## config.mk

```make
export PLATFORM = sky130hd
export DESIGN_NAME = inst_queue
export DESIGN_NICKNAME = d
export VERILOG_FILES = /design/src/rtl/cpu_pkg.sv /design/src/rtl/inst_queue.sv
export SDC_FILE = /design/constraint.sdc
export NUM_CORES = 1
export LEC_CHECK = 0
export CAP_MARGIN = 40
export CORE_MARGIN = 3
export CORE_UTILIZATION = 55
export DETAILED_ROUTE_END_ITERATION = 7
export GPL_TIMING_DRIVEN = 0
export PLACE_DENSITY = 0.88
export SYNTH_ARGS = -nofsm -noshare
export SYNTH_HDL_FRONTEND = slang
export SYNTH_SLANG_ARGS = --single-unit
```

## constraint.sdc

```tcl
create_clock -name clk -period 3.75 [get_ports clk]
set_clock_uncertainty 0.1 [all_clocks]
set_input_delay 0.375 -clock clk [delete_from_list [all_inputs] [get_ports clk]]
set_output_delay 0.375 -clock clk [all_outputs]
set_load 0.005 [all_outputs]
```

## src/rtl/cpu_pkg.sv

```systemverilog
// ============================================================================
// Module : cpu_pkg
// Brief  : Shared CPU widths, defaults and the prefetch-queue entry type.
// Rev    : 1.0 - initial release
// ============================================================================
`default_nettype none

package cpu_pkg;

  localparam int IQ_DEPTH = 4;
  localparam int ADDR_W   = 32;
  localparam int INSTR_W  = 32;

  localparam logic [INSTR_W-1:0] NOP_INSTR = 32'h0000_0000;

  typedef struct packed {
    logic [ADDR_W-1:0]  pc;
    logic [INSTR_W-1:0] instr;
  } iq_entry_t;

endpackage

`default_nettype wire

```

## src/rtl/inst_queue.sv

```systemverilog
// ============================================================================
// Module : inst_queue
// Brief  : Fetch-to-decode instruction prefetch FIFO, flushed on taken branch.
// Rev    : 1.0 - initial release
// ============================================================================
`default_nettype none

module inst_queue
  import cpu_pkg::*;
#(
  parameter int DEPTH = IQ_DEPTH,
  parameter int AW    = ADDR_W,
  parameter int DW    = INSTR_W
) (
  input  logic                       clk,
  input  logic                       rst_n,
  input  logic                       i_flush,
  input  logic                       i_in_valid,
  output logic                       o_in_ready,
  input  logic [AW-1:0]              i_in_pc,
  input  logic [DW-1:0]              i_in_instr,
  output logic                       o_out_valid,
  input  logic                       i_out_ready,
  output logic [AW-1:0]              o_out_pc,
  output logic [DW-1:0]              o_out_instr,
  output logic [$clog2(DEPTH):0]     o_count
);

  localparam int PW = $clog2(DEPTH);
  localparam int CW = PW + 1;
  localparam logic [CW-1:0] c_FULL = CW'(DEPTH);

  logic [AW-1:0]  r_pc_mem    [DEPTH];
  logic [DW-1:0]  r_instr_mem [DEPTH];
  logic [PW-1:0]  r_wr_ptr;
  logic [PW-1:0]  r_rd_ptr;
  logic [CW-1:0]  r_count;

  logic w_in_ready;
  logic w_out_valid;
  logic w_push;
  logic w_pop;

  // Handshake readiness depends only on registered occupancy, never on same-cycle pops.
  assign w_in_ready  = (r_count != c_FULL);
  assign w_out_valid = (r_count != '0);
  assign w_push      = i_in_valid  & w_in_ready  & ~i_flush;
  assign w_pop       = w_out_valid & i_out_ready & ~i_flush;

  always_ff @(posedge clk or negedge rst_n) begin
    if (!rst_n) begin
      r_wr_ptr <= '0;
      r_rd_ptr <= '0;
      r_count  <= '0;
    end else if (i_flush) begin
      r_wr_ptr <= '0;
      r_rd_ptr <= '0;
      r_count  <= '0;
    end else begin
      if (w_push) r_wr_ptr <= r_wr_ptr + 1'b1;
      if (w_pop)  r_rd_ptr <= r_rd_ptr + 1'b1;
      case ({w_push, w_pop})
        2'b10:   r_count <= r_count + 1'b1;
        2'b01:   r_count <= r_count - 1'b1;
        default: r_count <= r_count;
      endcase
    end
  end

  // Storage needs no reset: stale entries are unreachable once pointers clear.
  always_ff @(posedge clk) begin
    if (w_push) begin
      r_pc_mem[r_wr_ptr]    <= i_in_pc;
      r_instr_mem[r_wr_ptr] <= i_in_instr;
    end
  end

  assign o_in_ready  = w_in_ready;
  assign o_out_valid = w_out_valid;
  assign o_out_pc    = w_out_valid ? r_pc_mem[r_rd_ptr]    : '0;
  assign o_out_instr = w_out_valid ? r_instr_mem[r_rd_ptr] : DW'(NOP_INSTR);
  assign o_count     = r_count;

endmodule

`default_nettype wire

```

==> results of run 1 <==
## report_power, final
part           internal (mW)  leakage (nW)  switching (mW)
Combinational          0.992          1.30           0.703
Clock                   1.59         0.433            1.05
Sequential              3.36          2.42          0.0461
## cell usage in the layout, fill, tap and decap left out, drive strengths merged, types with 2 or more instances in the layout
| cell type | netlist | final |
|---|---|---|
| nor2b | 2 | 2 |
| and2 | 64 | 64 |
| clkdlybuf4s50 | 0 | 136 |
| xor2 | 3 | 3 |
| clkinvlp | 0 | 2 |
| clkinv | 0 | 13 |
| and3 | 4 | 4 |
| nor3 | 3 | 3 |
| a21oi | 3 | 3 |
| buf | 15 | 19 |
| inv | 5 | 5 |
| edfxtp | 256 | 256 |
| mux4 | 64 | 64 |
| nor2 | 6 | 6 |
| nand3 | 3 | 3 |
| a2111oi | 2 | 2 |
| dfrtp | 7 | 7 |
| bufinv | 0 | 4 |
| clkbuf | 10 | 38 |
| nand2 | 6 | 6 |
| ha | 4 | 4 |
## critical path, cell delays in order (launching register included)
cell             delay [ps]
dfrtp_1                 390
buf_2                   200
nor3_1                   90
inv_1                   140
clkbuf_1                550
clkbuf_1                420
and2_1                  230
clkdlybuf4s50_1         530
## cell type report
cell class                 instances  area, um2  share of cell area [%]
sequential                       263       7860                    61.3
multi-input combinational        177       2200                    17.1
timing repair buffer             140       1440                    11.2
clock buffer                      28        679                    5.29
tap                              229        287                    2.23
clock inverter                    19        206                    1.61
buffer                            25        140                    1.09
inverter                           5       18.8                   0.146
## cells by family after synthesis
family                     count (synthesis)  synth area share (%)
muxes                                     65                  14.2
buffers and inverters                     30                  1.56
AOI/OAI and AO/OA                         10                 0.711
DFF                                      263                  77.1
and+or+nand+nor                           93                  5.41
adders and majority gates                  5                 0.687
xor gates and xnor gates                   4                 0.343
## state kept, by name (all words and copies together), names as in the netlist
register     count
o_count          3
r_instr_mem    128
r_pc_mem       128
r_rd_ptr         2
r_wr_ptr         2
## layer usage
layer  global-route usage [%]  vias up  share of wire, %
met5                        0        -                 0
met4                     6.11        0               2.5
met3                     4.23       42               6.1
met2                     33.9      189                53
met1                     25.2     2578                38
li1                         -     2237                 -
## how the worst max path moves through the flow
stage,from,end,slack (ps),cells after the start
after floorplan,o_count[0]$_DFFE_PN0P_,r_instr_mem[0][0]$_DFFE_PP_,760,4
after global placement,i_in_valid,r_instr_mem[1][3]$_DFFE_PP_,-880,4
after detailed placement,o_count[0]$_DFFE_PN0P_,o_out_instr[14],720,7
after CTS,o_count[0]$_DFFE_PN0P_,o_out_instr[17],150,7
after global routing,o_count[0]$_DFFE_PN0P_,o_out_instr[16],10,7
final,o_count[0]$_DFFE_PN0P_,o_out_instr[17],210,7
==> impl_results.md, run 1 <==
- Top area cells in the synthesized netlist: edfxtp_1 (75%), mux4_2 (14%), and2_1 (3.9%), dfrtp_1 (1.7%), buf_2 (0.49%)
- DP Worst Slack: 724 ps
- Mapped Area: 10,200 um2
- Cell leakage power: 4.15 nW
- Async SR Flop Fraction: 2.66%
- Root buffer cell: clkbuf_16
- First-pass GRT wire length: 30,500 um
- FF-to-FF setup slack: 970 ps
- Crit. End Element: output pin
- CTS buffer count: 26
- Setup violations, final: 0
- Die Ht: 142 um
- Post-Layout Inst Area: 12,800 um2
- Final min period: 3540 ps
- Max_slew headroom: 54.0%
- Critical path startpoint category: register
- Ant diodes: 0
- Cell Area, Placed: 12,000 um2
- Cell Pwr Density: 603 nW/um2
- Syn Nets: 544
- Hold crit path type: in -> async
- Global Route Usage Sum: 19.6%
- WS Path Type: reg -> out
- Core Region: 18,100 um2
- Detailed Route WL: 19,400 um
- Residual DRC: 0
- Final nets: 712
- Via count: 5,046
- Post-CTS Setup Bufs: 0
- Average wire per standard cell: 21.9 um
- Fillers: 1,064
- Die ar.: 20,200 um2
- Maxcap violations: 0
- Post-Place Cells: 839
- CP required: 3270 ps
- Initial Util: 56.4%
- Synth cell count leaders: edfxtp_1 (256), and2_1 (64), mux4_2 (64)
- Worst Path Arrival: 3060 ps
- FMAX: 282 MHz
- Synthesized instance count: 470
- Worst ir drop on vdd: 0.000421 V
- Skew-Pair Late Insertion Delay: 520 ps
- Reg2Reg Depth: 9
- DR iter-0 viols: 270
- Final GP Congestion: 0.722
- Largest fanout on the critical path: 10
- Post-Layout Cell Count: 886
- Actual slew at the worst max-slew pin: 689 ps
- Final Hold Fails: 0
- Largest net degree at the start of global routing: 38
- Setup TNS Final: 0 ps
- Final Max Slew Viols: 0
- Fin worst setup slack: 210 ps
- Warnings from Yosys: 0
- Grt ovf: 0
- Worst reg2reg path endpoint: o_count[2]$_DFFE_PN0P_
- Tightest hold margin: 20.9 ps
- Initial antenna violation count: 0
- Clock Tree Buf Depth: 3
- Tot Pwr: 7.74 mW
- DRT Pass-1 Iters: 4
- Yosys reg bits: 263
- # IOs: 138
- Cell with the most instances after synthesis: edfxtp_1
- Status: completed
- CTS tree: done
- Area growth syn-to-layout: 25.8%
- Number of clock sinks: 263
- Row count: 49
- CTS H-tree lvls: 1
- Post-synth EDFFs: 256
- Final Cycle Share: 94.4%
- RSZ-0062 raised after global routing: false
- Vias in the first global route: 5,540
- Clock slew at reported path FFs: 60 ps
- ANT nets after route: 0
- PortBufs: 136
- Via-to-Cell Ratio: 5.70
- Resize count post-CTS: 0
- Top FF cell, synth: edfxtp_1
- Share of cells above drive strength 1: 19.9%
- Synth cell types: 33
- Synth Area per Inst: 21.7 um2
- R2R Path Start: o_count[0]$_DFFE_PN0P_
- DP Wirelength: 12,000 um
- Post-Route Utilization: 71.0%
- Die X: 142 um
- Cts hold-fix bufs: 0
- Top-area cell type share of the netlist area: 75.3%
- Post-synthesis sequential area ratio: 77.1%
- Cell taking the most area after synthesis: edfxtp_1
No activity file was read; power rests on OpenSTA's default activity.
==> run 2, diff against run 1 <==
Settings changed: CTS_CLUSTER_SIZE set to 10.
==> impl_results.md, run 2 (same netlist as run 1, synthesis figures left out) <==
- Status: completed
- Final Hold Fails: 0
- Skew-Pair Late Insertion Delay: 520 ps
- Largest net degree at the start of global routing: 38
- Most common cell after layout, fill and taps aside: edfxtp_1
- DRT Pass-1 Iters: 5
- Max_slew headroom: 58.6%
- Maxcap violations: 0
- Multi-input combinational cell area: 2200 um2
- DP Wirelength: 12,000 um
- Residual DRC: 0
- Cell Pwr Density: 595 nW/um2
- CTS tree: done
- Crit. End Element: output pin
- Worst Path Arrival: 2820 ps
- DP Worst Slack: 724 ps
- CTS H-tree lvls: 1
- Core Region: 18,100 um2
- Setup violations, final: 0
- Worst ir drop on vdd: 0.000422 V
- CTS buffer count: 30
- Gate power share: 22.2%
- Int Power: 5.86 mW
- Grt ovf: 0
- Hold crit path type: in -> async
- Die X: 142 um
- Fin worst setup slack: 457 ps
- Via count: 5,060
- Average wire per standard cell: 21.9 um
- Post-Layout Inst Area: 12,800 um2
- Root buffer cell: clkbuf_16
- Final GP Congestion: 0.722
- Number of clock sinks: 263
- Actual slew at the worst max-slew pin: 621 ps
- Final Max Slew Viols: 0
- Clock slew at reported path FFs: 60 ps
- Die ar.: 20,200 um2
- Vias in the first global route: 5,661
- CP required: 3270 ps
- FMAX: 304 MHz
- Largest fanout on the critical path: 13
- Worst path max stage delay: 520 ps
- Cell Area, Placed: 12,000 um2
- Net Sw Frac: 23.0%
- Fillers: 1,066
- Setup TNS Final: 0 ps
- Cell leakage power: 4.12 nW
- Initial Util: 56.4%
- Detailed Route WL: 19,400 um
- Clock power share: 33.0%
- Global Route Usage Sum: 19.6%
- Storage cell area: 7860 um2
- PortBufs: 136
- CP Cell Sequence: buf_2 > nor3_1 > inv_1 > clkbuf_1 > and2_1 > clkdlybuf4s50_1
- Clock Tree Buf Depth: 3
- Tightest hold margin: 18.9 ps
- Final nets: 715
- Resize count post-CTS: 0
- RSZ-0062 raised after global routing: false
- First-pass GRT wire length: 30,800 um
- Via-to-Cell Ratio: 5.74
- P_sw: 1.75 mW
- WS Path Type: reg -> out
- Initial antenna violation count: 0
- Row count: 49
- CP max stage cell: clkdlybuf4s50_1
- ANT nets after route: 0
- Critical path startpoint category: register
- DR iter-0 viols: 275
- Final min period: 3290 ps
- # IOs: 138
- Post-CTS Setup Bufs: 0
- Area growth syn-to-layout: 25.3%
- Most frequent cells in the layout: edfxtp_1 (256), clkdlybuf4s50_1 (136), mux4_2 (64), and2_1 (64), clkbuf_16 (31)
- Share of cells above drive strength 1: 18.7%
- Sequential power share: 44.8%
- Cts hold-fix bufs: 0
- Ant diodes: 0
- Final Cycle Share: 87.8%
- Die Ht: 142 um
## run 2: cell types whose count changed in the layout (fill, tap and decap cells not counted), sizes merged
cell | before | now
clkbuf | 38 | 52
clkinv | 13 | 1
bufinv | 4 | 0
clkinvlp | 2 | 0
## run 2: cell type report
| class | instances | area share [%] |
|---|---|---|
| Buffer | 24 | 1.07 |
| Clock buffer | 43 | 6.50 |
| Clock inverter | 1 | 0.0392 |
| Inverter | 5 | 0.147 |
| Multi-Input combinational cell | 177 | 17.2 |
| Sequential cell | 263 | 61.5 |
| Tap cell | 229 | 2.24 |
| Timing Repair Buffer | 140 | 11.3 |
## run 2: final timing paths
path | cells after the start | slack, ps | endpoint | from
setup / recovery | 6 | 460 | o_out_instr[14] | o_count[0]$_DFFE_PN0P_
hold / removal | 1 | 20 | o_count[2]$_DFFE_PN0P_ | rst_n
setup reg to reg | 9 | 690 | o_count[2]$_DFFE_PN0P_ | o_count[0]$_DFFE_PN0P_
hold reg to reg | 2 | 490 | r_wr_ptr[1]$_DFFE_PN0P_ | r_wr_ptr[1]$_DFFE_PN0P_
max in group asynchronous | 1 | 3270 | r_wr_ptr[1]$_DFFE_PN0P_ | rst_n
min in group clk | 2 | 120 | r_wr_ptr[0]$_DFFE_PN0P_ | i_flush
## run 2: worst max-delay path: cells and delay by family (launching register included)
family                 cells  cell delay, ps
AND/OR/NAND/NOR            2             330
flip-flops                 1             390
buffers and inverters      4            1570
## run 2: power groups by stage
stage          Sequential (mW)  Clock, mW  Combinational [mW]
2_1_floorplan             3.46          0               0.856
3_3_place_gp              3.47          0                1.66
3_5_place_dp              3.47          0                1.72
4_1_cts                   3.41       2.56                1.73
5_1_grt                   3.42       2.70                1.83
6_report                  3.41       2.51                1.69
## run 2: routing by layer
| layer | GRT usage [%] | routed length (um) |
|---|---|---|
| met5 | 0 | 0 |
| met4 | 6.57 | 480 |
| met3 | 4.13 | 1250 |
| met2 | 34.0 | 10100 |
| met1 | 24.9 | 7510 |
## run 2: through the flow
stage | cells | power [mW] | util (%)
after floorplan | 470 | 4.32 | -
after global placement | 835 | 5.14 | 65.5
after detailed placement | 839 | 5.19 | 66.1
after CTS | 883 | 7.70 | 70.7
after global routing | 882 | 7.95 | 70.7
final | 882 | 7.61 | 70.7
